**src/rtl/sar_search.sv**
```systemverilog
// Successive-approximation search: drives comparator data2 (probe), reads lt/gt/eq back, finds largest probe <= target.
// Optional macro SAR_EARLY_EXIT_EN: a consistent eq ends the search at once instead of running all WIDTH decisions.
module sar_search #(
    parameter int WIDTH  = 16,
    parameter int SETTLE = 0
) (
    input  logic             clk,
    input  logic             rst,
    input  logic             start,
    input  logic             abort,
    input  logic             cmp_lt,
    input  logic             cmp_gt,
    input  logic             cmp_eq,
    output logic [WIDTH-1:0] probe,
    output logic             busy,
    output logic             done,
    output logic [WIDTH-1:0] result,
    output logic             exact,
    output logic             err
);

    localparam int                IW          = (WIDTH > 1) ? $clog2(WIDTH) : 1;
    localparam logic [IW-1:0]     TOP_IDX     = IW'(WIDTH - 1);
    localparam logic [IW-1:0]     ONE_IDX     = IW'(1);
    localparam logic [3:0]        SETTLE_INIT = 4'(SETTLE);
    localparam logic [WIDTH-1:0]  ONE         = WIDTH'(1);
    localparam logic [WIDTH-1:0]  FIRST_PROBE = ONE << (WIDTH - 1);

    typedef enum logic [1:0] {
        S_IDLE,
        S_TRIAL,
        S_DONE
    } state_t;

    state_t           r_state;
    logic [WIDTH-1:0] r_probe;
    logic [IW-1:0]    r_idx;
    logic [3:0]       r_settle;
    logic [WIDTH-1:0] r_result;
    logic             r_exact;
    logic             r_err;

    state_t           w_state_nxt;
    logic [WIDTH-1:0] w_probe_nxt;
    logic [IW-1:0]    w_idx_nxt;
    logic [3:0]       w_settle_nxt;
    logic [WIDTH-1:0] w_result_nxt;
    logic             w_exact_nxt;
    logic             w_err_nxt;

    logic             w_flags_ok;
    logic             w_eq_stop;
    logic [WIDTH-1:0] w_bit_cur;
    logic [WIDTH-1:0] w_bit_next;
    logic [WIDTH-1:0] w_kept;

    assign w_flags_ok = $onehot({cmp_lt, cmp_gt, cmp_eq});

`ifdef SAR_EARLY_EXIT_EN
    assign w_eq_stop  = cmp_eq;
`else
    assign w_eq_stop  = 1'b0;
`endif

    // w_bit_next is only consumed when r_idx > 0, so the wrap at index 0 is harmless.
    assign w_bit_cur  = ONE << r_idx;
    assign w_bit_next = ONE << (r_idx - ONE_IDX);
    assign w_kept     = cmp_lt ? (r_probe & ~w_bit_cur) : r_probe;

    always_comb begin
        // NOTE: every next-value gets a hold default before the case, so no path can infer a latch.
        w_state_nxt  = r_state;
        w_probe_nxt  = r_probe;
        w_idx_nxt    = r_idx;
        w_settle_nxt = r_settle;
        w_result_nxt = r_result;
        w_exact_nxt  = r_exact;
        w_err_nxt    = r_err;

        unique case (r_state)
            S_IDLE: begin
                if (start) begin
                    w_probe_nxt  = FIRST_PROBE;
                    w_idx_nxt    = TOP_IDX;
                    w_settle_nxt = SETTLE_INIT;
                    w_exact_nxt  = 1'b0;
                    w_err_nxt    = 1'b0;
                    w_state_nxt  = S_TRIAL;
                end
            end

            S_TRIAL: begin
                if (abort) begin
                    w_state_nxt = S_IDLE;
                end else if (r_settle != 4'd0) begin
                    w_settle_nxt = r_settle - 4'd1;
                end else if (!w_flags_ok) begin
                    w_err_nxt    = 1'b1;
                    w_result_nxt = r_probe;
                    w_state_nxt  = S_DONE;
                end else if (w_eq_stop) begin
                    w_exact_nxt  = 1'b1;
                    w_result_nxt = r_probe;
                    w_state_nxt  = S_DONE;
                end else begin
                    // Without early exit an eq keeps the bit (like gt) and only latches exact.
                    if (cmp_eq) begin
                        w_exact_nxt = 1'b1;
                    end
                    if (r_idx == '0) begin
                        w_result_nxt = w_kept;
                        w_state_nxt  = S_DONE;
                    end else begin
                        w_probe_nxt  = w_kept | w_bit_next;
                        w_idx_nxt    = r_idx - ONE_IDX;
                        w_settle_nxt = SETTLE_INIT;
                    end
                end
            end

            S_DONE: begin
                w_state_nxt = S_IDLE;
            end

            default: begin
                w_state_nxt = S_IDLE;
            end
        endcase
    end

    always_ff @(posedge clk or posedge rst) begin
        if (rst) begin
            r_state  <= S_IDLE;
            r_probe  <= '0;
            r_idx    <= TOP_IDX;
            r_settle <= 4'd0;
            r_result <= '0;
            r_exact  <= 1'b0;
            r_err    <= 1'b0;
        end else begin
            // NOTE: non-blocking updates so every register sees the pre-edge values of the others.
            r_state  <= w_state_nxt;
            r_probe  <= w_probe_nxt;
            r_idx    <= w_idx_nxt;
            r_settle <= w_settle_nxt;
            r_result <= w_result_nxt;
            r_exact  <= w_exact_nxt;
            r_err    <= w_err_nxt;
        end
    end

    assign probe  = r_probe;
    assign busy   = (r_state == S_TRIAL);
    assign done   = (r_state == S_DONE);
    assign result = r_result;
    assign exact  = r_exact;
    assign err    = r_err;

endmodule

```
**config.mk**
```make
export PLATFORM = sky130hd
export DESIGN_NAME = sar_search
export DESIGN_NICKNAME = d
export VERILOG_FILES = /design/src/rtl/sar_search.sv
export SDC_FILE = /design/constraint.sdc
export NUM_CORES = 1
export LEC_CHECK = 0
export BUFFER_PORTS_ARGS = -buffer_cell sky130_fd_sc_hd__buf_4
export CAP_MARGIN = 20
export CORE_UTILIZATION = 60
export DETAILED_ROUTE_END_ITERATION = 10
export PLACE_DENSITY = 0.85
export SLEW_MARGIN = 40
export SYNTH_ARGS = -nofsm -noshare
export SYNTH_HDL_FRONTEND = slang
export SYNTH_SLANG_ARGS = --single-unit
```
**constraint.sdc**
```tcl
create_clock -name clk -period 3.76 [get_ports clk]
set_input_delay 0.752 -clock clk [delete_from_list [all_inputs] [get_ports clk]]
set_output_delay 0.752 -clock clk [all_outputs]
set_load 0.005 [all_outputs]
```
==> results.md <==
* Reg-to-Reg Start: r_idx[1]
* HPWL Detailed at 4240 um
* Power per cell area at 627 nW/um2
* Post-CTS Resized at 0
* First-pass GRT wire length at between 9000 and 10000 um
* CTS tree: yes
* Final Skew at 0.00590 ns
* FILL cells at roughly 290
* Worst Hold Class: reg2reg
* Core area at between 3000 and 4000 um2
* Row Count at 22
* Max-cap viol count at 0
* WL met2 at 2780 um
* Ant diodes at 0
* Synth Net Count at 289
* Setup TNS Final at 0 ns
* # DRC at 0
* End of the critical path: probe[3]
* CTS Sinks at 44
* Worst path arrival time at 2.69 ns
* Htree depth at 2
* Gr usage total at a little under a third
* Post-route minimum period at between 2 and 2.5 ns
* Area grow syn2layout at 18.5%
* Reg2Reg Depth at 6
* Initial antenna violation count at 0
* CTS Buf Count at 5
* Detail Route Antenna Nets at 0
* Die area at 4390 um2
* Initial DRC count at 169
* Drt pass-1 iters at 7
* Routability cong. at 0.892
* Crit path from: r_idx[1]
* Chip Width at 66.3 um
* CTS Hold Buffers Added at 0
* Total gr overflow at 0
* Headroom to the max-slew limit at a little over half
* Share of layout cells above drive strength 1 at 20.3%
* Clock transition at path regs at roughly 0.080 ns
* YS warnings at 0
* Max stage delay on crit path at 0.47 ns
* Most frequent cells in the layout: buf_4, dfrtp_1, o21ai_0
* Hold wc startpoint: result[14]
* RSZ-0062 raised after global routing: false
* Clk_lat worst skew at 0.30 ns
* Pin count of the biggest net entering global routing at 34
* Most common cell after layout, fill and taps aside: buf_4
* Clk buf depth at 2
* Peak supply drop at 0.000504 V
* DRT met1 WL at around 2600 um
* Starting Density at between 60% and 70%
* Ports at 43
* Post-CTS setup buffers at 0
* Top_reg_cell synth: dfrtp_1
* Worst R2R End: probe[3]
* WP data required at 3.98 ns
* Vias/cell at roughly 6.2
* Fmax achieved at 404 MHz
* Slew Viols, Final at 0
* Clk Tree Root Cell: clkbuf_8
* Uppermost layer routed: met4
* #FFs+latches synth at 44
* WL/cell at 16.8 um
* Avg Inst Size Synth at approximately 9.0 um2
* Final period util at 65.8%
* Static leakage at about 0.0013 uW
* Crit-path cells: inv_1 > ha_1 > nor3b_2 > o21a_1 > or2_1 > o2bb2ai_1
* Worst slew pin tran at 0.694 ns
* Final Hold Vio Count at 0
* Sequential area share after synthesis at 44.6%
* Gate Count Post-Synth at 274
* Slowest stage cell on the critical path: o21a_1
* Vias in the first global route at about 2000
* Asr flop ratio synth at 100%
* Non-Filler Instances at 358
* Final wirelength at 6030 um
* Final setup fails at 0
* Crit-path max FO at 13
* Crit end category: flip-flop
* Worst setup SP type: flip-flop
* Reg2Reg Setup Slack at 1.29 ns
* Nets at 325
* Die Height at 66.3 um
* Mapped cell area at 2480 um2
* Setup Crit Path Kind: reg2reg
* Met3 wire length at 470 um
* Count of cell types in the netlist at 45
* Cells after DPL at 351
* Vias at approximately 2200
* Number of synthesized flops with an enable pin at 0
* IO buf count at 42
* Status: finished clean
==> state kept, by name, summed over array words and instances, names as in the netlist <==
register	flops
r_idx	4
r_settle	4
err	1
probe	16
r_state	2
result	16
exact	1
==> cell families after synthesis <==
| group | count (synthesis) | share of synthesized area (%) |
|---|---|---|
| mux | 1 | 0.454 |
| buf+inv | 41 | 6.66 |
| fa+ha+maj | 8 | 4.34 |
| compound gates | 96 | 25.8 |
| flops | 44 | 44.6 |
| simple gates | 84 | 18.1 |
==> how the worst min path moves through the flow <==
stage | slack (ns) | cells after the start | endpoint
detailed placement | 0.47 | 2 | result[10]
floorplan | 0.47 | 1 | r_settle[1]
global route | 0.51 | 2 | result[6]
CTS | 0.49 | 2 | result[10]
global placement | 0.46 | 2 | result[5]
finish | 0.48 | 2 | result[14]
==> report_power, final <==
part,total [uW],internal [uW],switching (uW)
clock network,423,261,162
registers,666,564,102
logic,752,292,460
==> synth_stat cells, drive strengths merged, types with 5 or more instances <==
cell | number | area share (%)
a211oi | 10 | 3.0
a21boi | 5 | 1.5
a21o | 5 | 1.5
a31oi | 6 | 1.5
clkbuf | 13 | 2.0
dfrtp | 40 | 40
ha | 7 | 3.5
inv | 24 | 3.6
nand2 | 31 | 4.7
nand2b | 10 | 2.5
nand3 | 6 | 1.2
nor2 | 9 | 1.4
o21ai | 38 | 7.7
o2bb2ai | 5 | 1.8
o32ai | 11 | 3.9
==> metrics by stage <==
step	power [uW]	instance area (um2)	hold slack, ns	setup WS, ns	util [%]
finish	1840	2940	0.485	1.29	77.3
global route	1950	2940	0.515	1.21	77.3
CTS	1830	2940	0.490	1.36	77.3
detailed placement	1410	2810	0.472	1.10	73.9
global placement	1380	2810	0.462	1.15	73.9
floorplan	1200	2480	0.473	1.40	-
==> critical path, delay by kind of cell, from the launching register on <==
| family | cells | cell delay, ns |
|---|---|---|
| buffers and inverters | 1 | 0.13 |
| flip-flops | 1 | 0.41 |
| adder cells (fa/ha/maj) | 1 | 0.44 |
| AO/OA/AOI/OAI | 2 | 0.64 |
| AND/OR/NAND/NOR | 2 | 0.77 |
==> layout make-up <==
| class | instances | area, um2 | share of cell area (%) |
|---|---|---|---|
| repair buffers | 46 | 345 | 11.8 |
| flip-flops and latches | 44 | 1110 | 37.6 |
| inverters | 24 | 90.1 | 3.07 |
| clock buffers | 5 | 68.8 | 2.34 |
| clock inverters | 2 | 60.1 | 2.04 |
| well taps | 48 | 60.1 | 2.04 |
| multi-input cells | 189 | 1210 | 41.1 |
==> per-layer routing <==
metal  up-vias  GRT usage [%]
li1       1052              -
met1      1036           41.5
met2       120           48.6
met3        20           6.38
met4         0           12.2
met5         -              0
No activity file was read; power rests on OpenSTA's default activity.
